File: src/rtl/wb_ddr3_arbiter.sv
// Two-requester Wishbone arbiter in front of a DDR3 controller port, with an outstanding-request limit.
// Optional burst hand-over after MAX_BURST strobes is compiled in with WB_ARB_BURST_LIMIT_EN.
module wb_ddr3_arbiter #(
    parameter int unsigned ADDR_BITS       = 24,
    parameter int unsigned DATA_BITS       = 128,
    parameter int unsigned SEL_BITS        = 16,
    parameter int unsigned MAX_OUTSTANDING = 8,
    parameter int unsigned MAX_BURST       = 16
) (
    input  logic                   i_controller_clk,
    input  logic                   i_rst_n,
    input  logic [1:0]             i_s_cyc,
    input  logic [1:0]             i_s_stb,
    input  logic [1:0]             i_s_we,
    input  logic [2*ADDR_BITS-1:0] i_s_addr,
    input  logic [2*DATA_BITS-1:0] i_s_data,
    input  logic [2*SEL_BITS-1:0]  i_s_sel,
    output logic [1:0]             o_s_stall,
    output logic [1:0]             o_s_ack,
    output logic [DATA_BITS-1:0]   o_s_data,
    output logic                   o_m_cyc,
    output logic                   o_m_stb,
    output logic                   o_m_we,
    output logic [ADDR_BITS-1:0]   o_m_addr,
    output logic [DATA_BITS-1:0]   o_m_data,
    output logic [SEL_BITS-1:0]    o_m_sel,
    input  logic                   i_m_stall,
    input  logic                   i_m_ack,
    input  logic [DATA_BITS-1:0]   i_m_data
);

    localparam int unsigned CNT_W = 8;
    localparam logic [CNT_W-1:0] MAX_OUT = CNT_W'(MAX_OUTSTANDING);

    if (MAX_OUTSTANDING < 1 || MAX_OUTSTANDING > 255) begin : g_bad_max_outstanding
        $error("MAX_OUTSTANDING must be 1..255");
    end
    if (MAX_BURST < 1 || MAX_BURST > 255) begin : g_bad_max_burst
        $error("MAX_BURST must be 1..255");
    end

    typedef enum logic [1:0] {
        S_IDLE  = 2'd0,
        S_OWN   = 2'd1,
        S_DRAIN = 2'd2
    } state_e;

    state_e           state_q, state_d;
    logic             owner_q, owner_d;
    logic             last_q, last_d;
    logic [CNT_W-1:0] cnt_q, cnt_d;

    logic own_cyc;
    logic own_stb;
    logic limit_stall;
    logic ack_ok;
    logic inc;
    logic dec;

`ifdef WB_ARB_BURST_LIMIT_EN
    localparam logic [CNT_W-1:0] MAX_BURST_L = CNT_W'(MAX_BURST);
    logic [CNT_W-1:0] burst_q, burst_d;
    logic             oth_cyc;
`endif

    // Master-side payload always follows the current owner.
    assign o_m_we   = i_s_we[owner_q];
    assign o_m_addr = owner_q ? i_s_addr[ADDR_BITS +: ADDR_BITS] : i_s_addr[0 +: ADDR_BITS];
    assign o_m_data = owner_q ? i_s_data[DATA_BITS +: DATA_BITS] : i_s_data[0 +: DATA_BITS];
    assign o_m_sel  = owner_q ? i_s_sel[SEL_BITS +: SEL_BITS] : i_s_sel[0 +: SEL_BITS];
    assign o_s_data = i_m_data;

    // State, ownership and outstanding-count bookkeeping.
    always_comb begin
        state_d   = state_q;
        owner_d   = owner_q;
        last_d    = last_q;
        cnt_d     = cnt_q;
        o_s_stall = 2'b11;
        o_s_ack   = 2'b00;
        o_m_cyc   = 1'b0;
        o_m_stb   = 1'b0;
        inc       = 1'b0;
        dec       = 1'b0;
        own_cyc   = i_s_cyc[owner_q];
        own_stb   = i_s_stb[owner_q];
        // An ack in the same cycle frees a slot, so it lifts the limit immediately.
        limit_stall = (cnt_q == MAX_OUT) && !i_m_ack;
        ack_ok      = i_m_ack && (cnt_q != '0);
`ifdef WB_ARB_BURST_LIMIT_EN
        burst_d = burst_q;
        oth_cyc = i_s_cyc[~owner_q];
`endif

        case (state_q)
            S_IDLE: begin
                cnt_d = '0;
                if (|i_s_cyc) begin
                    state_d = S_OWN;
                    owner_d = (&i_s_cyc) ? ~last_q : i_s_cyc[1];
                    last_d  = owner_d;
`ifdef WB_ARB_BURST_LIMIT_EN
                    burst_d = '0;
`endif
                end
            end

            S_OWN: begin
                o_m_cyc = own_cyc;
                if (own_cyc) begin
                    o_m_stb            = own_stb && !limit_stall;
                    o_s_stall[owner_q] = i_m_stall || limit_stall;
                    o_s_ack[owner_q]   = ack_ok;
                    inc                = o_m_stb && !i_m_stall;
                    dec                = ack_ok;
                    cnt_d              = cnt_q + CNT_W'(inc) - CNT_W'(dec);
`ifdef WB_ARB_BURST_LIMIT_EN
                    burst_d = (burst_q >= MAX_BURST_L) ? MAX_BURST_L : burst_q + CNT_W'(inc);
                    if ((burst_d == MAX_BURST_L) && oth_cyc) begin
                        state_d = S_DRAIN;
                    end
`endif
                end else begin
                    // Owner abandoned the cycle: drop everything still in flight.
                    state_d = S_IDLE;
                    cnt_d   = '0;
                end
            end

            S_DRAIN: begin
                o_m_cyc = own_cyc;
                if (own_cyc) begin
                    o_s_ack[owner_q] = ack_ok;
                    dec              = ack_ok;
                    cnt_d            = cnt_q - CNT_W'(dec);
                    if (cnt_d == '0) begin
                        state_d = S_IDLE;
                    end
                end else begin
                    state_d = S_IDLE;
                    cnt_d   = '0;
                end
            end

            default: begin
                state_d = S_IDLE;
                cnt_d   = '0;
            end
        endcase
    end

    always_ff @(posedge i_controller_clk or negedge i_rst_n) begin
        if (!i_rst_n) begin
            state_q <= S_IDLE;
            owner_q <= 1'b0;
            last_q  <= 1'b1;
            cnt_q   <= '0;
        end else begin
            state_q <= state_d;
            owner_q <= owner_d;
            last_q  <= last_d;
            cnt_q   <= cnt_d;
        end
    end

`ifdef WB_ARB_BURST_LIMIT_EN
    always_ff @(posedge i_controller_clk or negedge i_rst_n) begin
        if (!i_rst_n) begin
            burst_q <= '0;
        end else begin
            burst_q <= burst_d;
        end
    end
`endif

endmodule

File: config.mk
export PLATFORM = sky130hd
export DESIGN_NAME = wb_ddr3_arbiter
export DESIGN_NICKNAME = d
export VERILOG_FILES = /design/src/rtl/wb_ddr3_arbiter.sv
export SDC_FILE = /design/constraint.sdc
export NUM_CORES = 1
export LEC_CHECK = 0
export BUFFER_PORTS_ARGS = -buffer_cell sky130_fd_sc_hd__clkbuf_2
export CORE_AREA = 5 5 303 305
export DETAILED_ROUTE_END_ITERATION = 12
export DIE_AREA = 0 0 308 310
export SYNTH_ARGS = -nofsm -noshare
export SYNTH_HDL_FRONTEND = slang
export SYNTH_SLANG_ARGS = --single-unit
File: constraint.sdc
create_clock -name i_controller_clk -period 3.8 [get_ports i_controller_clk]
set_input_delay 0.76 -clock i_controller_clk [delete_from_list [all_inputs] [get_ports i_controller_clk]]
set_output_delay 0.76 -clock i_controller_clk [all_outputs]
set_load 0.01 [all_outputs]
### Word-level counts from Yosys, hierarchy flattened

Index checks and enable logic that the tools add are counted.

* flip-flop bits (word level): 12
* word-level logic and storage cells: 63

* add/sub/neg operators: 3
* magnitude comparators: 2
* equal/unequal tests: 6
* mux-type cells: 27
* bitwise logic cells: 4
* reduce and logical (&&, ||, !) cells: 17

Operators with widths (number)
* $mux W128: 1
* $mux W24: 1
* $mux W16: 1
* $mux W2: 8
* $mux W8: 2
* $pmux W8 S2: 1
* $sub A8 B1 Y8: 2
* $mux W1: 11
* $add A8 B1 Y8: 1
* $eq A8 B4 Y1 const B: 1
* $logic_not A8 Y1: 1
* $reduce_bool A8 Y1: 1
* $pmux W2 S3: 1
* $logic_and A1 B1 Y1: 5
* $ne A2 B2 Y1 const B: 2
* $reduce_and A2 Y1: 2
* $reduce_or A2 Y1: 2
* $logic_not A1 Y1: 3
* $ne A3 B3 Y1 const B: 1
* $reduce_and A3 Y1: 1
* $and A2 B2 Y2: 1
* $eq A2 B1 Y1 const B: 1
* $eq A2 B2 Y1 const B: 1
* $logic_not A2 Y1: 1
* other kinds (7): 7

### Depth between registers and ports, before layout

* word-level depth: 9
* depth in mapped cells: 14

### Worst setup path before layout

No wires, ideal clock.

* path type: input -> register
* start: input port i_m_ack
* end: register cnt_q[6]
* data arrival time: 2.631 ns
* data required time: 3.674 ns
* slack: 1.043 ns
* stages on the path: 11
* cell sequence: and3b_1 nor2_1 nand2_1 ha_1 inv_1 ha_1 fa_1 a211o_1 a31oi_1 o21bai_1 mux2i_1

* word-level cells in the longest chain between the ends: 9

Ends and longest elaborated chain
* start: declaration: RTL line 28 `input logic i_m_ack,`
* $logic_not A1 Y1: RTL line 88 `limit_stall = (cnt_q == MAX_OUT) && !i_m_ack;`
* $logic_and A1 B1 Y1: RTL line 88
* $logic_not A1 Y1: RTL line 111 `o_m_stb = own_stb && !limit_stall;`
* $logic_and A1 B1 Y1: RTL line 111
* $logic_and A1 B1 Y1: RTL line 114 `inc = o_m_stb && !i_m_stall;`
* $add A8 B1 Y8: RTL line 116 `cnt_d = cnt_q + CNT_W'(inc) - CNT_W'(dec);`
* $sub A8 B1 Y8: RTL line 116
* $mux W8: RTL line 110 `if (own_cyc) begin`
* $pmux W8 S2 (*): RTL line 95 `case (state_q)`
* named net cnt_d[6]: RTL line 51 `logic [CNT_W-1:0] cnt_q, cnt_d;`
* end signal: assignment: RTL line 162 `cnt_q <= cnt_d;`
* end: declaration: RTL line 51

Mark *: on every way through the listed nets, which the timed path passes. The rest lies on a longest branch.
A chain may end at the register's enable or synchronous reset.

### Worst setup path in the final report

* start: register cnt_q[4]
* end: register cnt_q[6]

* word-level cells in the longest chain between the ends: 9

Ends and longest elaborated chain (RTL line)
* $eq A8 B4 Y1: 88
* $logic_and A1 B1 Y1: 88
* $logic_not A1 Y1: 111
* $logic_and A1 B1 Y1: 111
* $logic_and A1 B1 Y1: 114
* $add A8 B1 Y8: 116
* $sub A8 B1 Y8: 116
* $mux W8: 110
* $pmux W8 S2 (*): 95
* named net cnt_d[6]: 51

Marks and branches as above.

==> run_results.csv <==
group,metric,value,unit
critical_path,slowest_delay,0.46,ns
routing,ant_nets,0,
synth,seq_area_frac_synth,7.14,%
synth,yosysTopAreaCellShare,45.6,%
synth,synth_seq_cells,11,
global_route,grt_pass1_vias,4852,
pwr,ir_drop,0.497,mV
routing,wl_met2,15700,um
critical_path,slowest_stage,"fa_1",
clocking,htreeDepth,1,
routing,wl_met3,10100,um
global_route,grt_pass1_wl,54100,um
clocking,cts_buffers,3,
critical_path,worstPathMaxFanout,3,
clocking,cts_tree,"done",
sta,skew,0.00233,ns
sta,post-route-period-util,81.2,%
pwr,internal_power,1.54,mW
pwr,power_density,559,nW/um^2
placed_design,dpl.cell_count,1972,
sta,rsz0062_at_grt,"false",
sta,hold_viol,0,
critical_path,cp_num_cells,14,
sta,fin_worst_hold_slack,0.402,ns
sta,report.final.slew_viol_count,0,
synth,synthesis.nets,906,
floorplanning,core,89000,um^2
clocking,clock_path_buffers,2,
routing,wl_per_cell,23.5,um
clocking,cts_num_sinks,11,
sta,slew_headroom,63.4,%
routing,routed-via-count,4682,
pwr,switchingPower,2.37,mW
final_layout,area_growth_syn_to_layout,80.6,%
critical_path,r2r_cells,14,
floorplanning,fp.dieW,308,um
pwr,pwr-share-seq,6.1,%
synth,syn_area,3870,um^2
sta,finalSetupTns,0,ns
synth,yosys_warnings,0,
floorplanning,die_h,310,um
pwr,p_leak,3.36,nW
routing,drt_wl_total,46500,um
critical_path,crit_arrival,3.21,ns
placed_design,io_buffers,520,
clocking,post-cts-setup-buffer-count,0,
sta,worst_pin_slew,0.549,ns
critical_path,critPathCaptureType,"flop",
critical_path,crit_type,"reg2reg",
placed_design,hpwl,44900,um
floorplanning,start_util,4.35,%
synth,synthTopCellsByArea,"mux2_1 46%, buf_4 28%, dfrtp_1 6.5%, ha_1 3.9%, mux2_2 3.8%",
global_route,antenna_found_initial,9,
sta,fin_crit,3.09,ns
global_route,grt_max_degree,94,
placed_design,place_congestion,0.781,
floorplanning,placementRows,110,
synth,synth_edf_count,0,
synth,synth_most_common_cell,"mux2_1",
synth,synth.avg_cell_area,9.25,um^2
routing,top_layer_used,"met5",
run,max_cap_violations,0,
routing,drc,0,
critical_path,path_cells,"inv_1 -> ha_1 -> nor4bb_1 -> nand2_1 -> nand2_1 -> inv_1 -> ha_1 -> inv_1 -> ha_1 -> fa_1 -> a211o_1 -> a31oi_1 -> o21bai_1 -> mux2i_1",
critical_path,critical_path.top_delay_family,"adder cells",
synth,synth-main-ff-cell,"dfrtp_1",
routing,drtPass1Iterations,4,
final_layout,final_cells,1983,
critical_path,cp.required,3.92,ns
global_route,overflow,0,
pwr,swShare,60.6,%
clocking,clk_latency,0.24,ns
synth,synthArstFlopShare,100,%
final_layout,layout-drive-gt1-share,68.3,%
critical_path,critical_path_buf_inv_count,3,
final_layout,fin_nets,1288,
synth,synth_top_area_cell,"mux2_1",
critical_path,worst_setup_path_start_kind,"flop",
global_route,grt.total_usage,9.00,%
clocking,clock-root-buffer,"clkbuf_16",
sta,clock.fmax,324,MHz
routing,viasPerCell,2.36,
pwr,finalPower,3.91,mW
pwr,pwr-share-comb,89.0,%
floorplanning,ios,777,
routing,wl_met1,20100,um
clocking,clk_pin_slew,0.04,ns
routing,initialDrtViolationCount,157,
synth,syn-instance-count,419,
run_status,status,"finished, final reports clean",
synth,synth_common_cells,"157 x mux2_1, 144 x buf_4, 13 x mux2_2",
pwr,p_clk_share,4.9,%
final_layout,fin_util,7.86,%
floorplanning,die-area,95500,um^2
sta,finalSetupViolCount,0,
clocking,postCtsResizedCells,0,
worst_hold_path,hp-class,"in2async",
synth,yosysUniqueCellTypes,31,
clocking,ctsHoldBuffers,0,
[cell usage in the layout, fill, tap and decap left out, drive strengths merged, types with 2 or more instances in the layout]
master / count
dfrtp: 10
nor2: 10
buf: 5
inv: 13
and2: 2
mux2: 170
nand3: 3
nand2b: 4
nand2: 12
ha: 12
clkbuf: 524
a21oi: 7
or3: 6
a21o: 2
mux2i: 3
diode: 7
o21ai: 5
[area by class of cell]
cell class                      instances  area [um^2]
Clock buffer                            4         78.8
Timing Repair Buffer                  525         2650
Inverter                               13         48.8
Sequential cell                        11          280
Antenna cell                            7         17.5
Tap cell                             1176         1470
Fill cell                           10500        82100
Multi-Input combinational cell        247         2450
[flip-flops by register name, indices dropped and copies added, names as in the netlist]
name	cells
owner_q	1
cnt_q	8
state_q	1
last_q	1
[path summary, 6_finish.rpt]
| check | start | to | slack (ns) |
|---|---|---|---|
| max | cnt_q[4] | cnt_q[6] | 0.71 |
| min reg2reg | last_q | last_q | 0.48 |
| max reg2reg | cnt_q[4] | cnt_q[6] | 0.71 |
| min in group i_controller_clk | last_q | last_q | 0.48 |
| max in group asynchronous | i_rst_n | last_q | 3.12 |
| min | i_rst_n | owner_q | 0.40 |
[per-layer routing]
| layer | up-vias | GRT usage (%) |
|---|---|---|
| li1 | 2094 | - |
| met1 | 2034 | 11.7 |
| met2 | 524 | 10.9 |
| met3 | 24 | 8.24 |
| met4 | 6 | 1.31 |
| met5 | - | 0 |
[metrics by stage]
step           worst slack [ns]  cell area, um^2
2_1_floorplan              1.04             3870
3_3_place_gp              0.771             6900
3_5_place_dp              0.731             6900
4_1_cts                   0.715             6980
5_1_grt                   0.489             6990
6_report                  0.713             7000
[cells by family (layout without fill, tap and decap cells)]
group / Yosys count / after routing / synth area share (%)
multiplexers: 173 / 173 / 50.2
AND/OR/NAND/NOR: 40 / 40 / 5.10
AO/OA/AOI/OAI: 19 / 19 / 3.04
flip-flops: 11 / 11 / 7.14
buffers and inverters: 161 / 542 / 29.7
XOR/XNOR: 2 / 2 / 0.452
other: 0 / 7 / 0
adder cells (fa/ha/maj): 13 / 13 / 4.39
[power by group through the flow]
stage               Combinational, mW  Sequential, mW  Clock, mW
global route                     3.86           0.250      0.203
finish                           3.48           0.237      0.194
floorplan                        1.86           0.183          0
detailed placement               3.66           0.244          0
CTS                              3.68           0.242      0.197
global placement                 3.63           0.241          0
No activity file was read; power rests on OpenSTA's default activity.
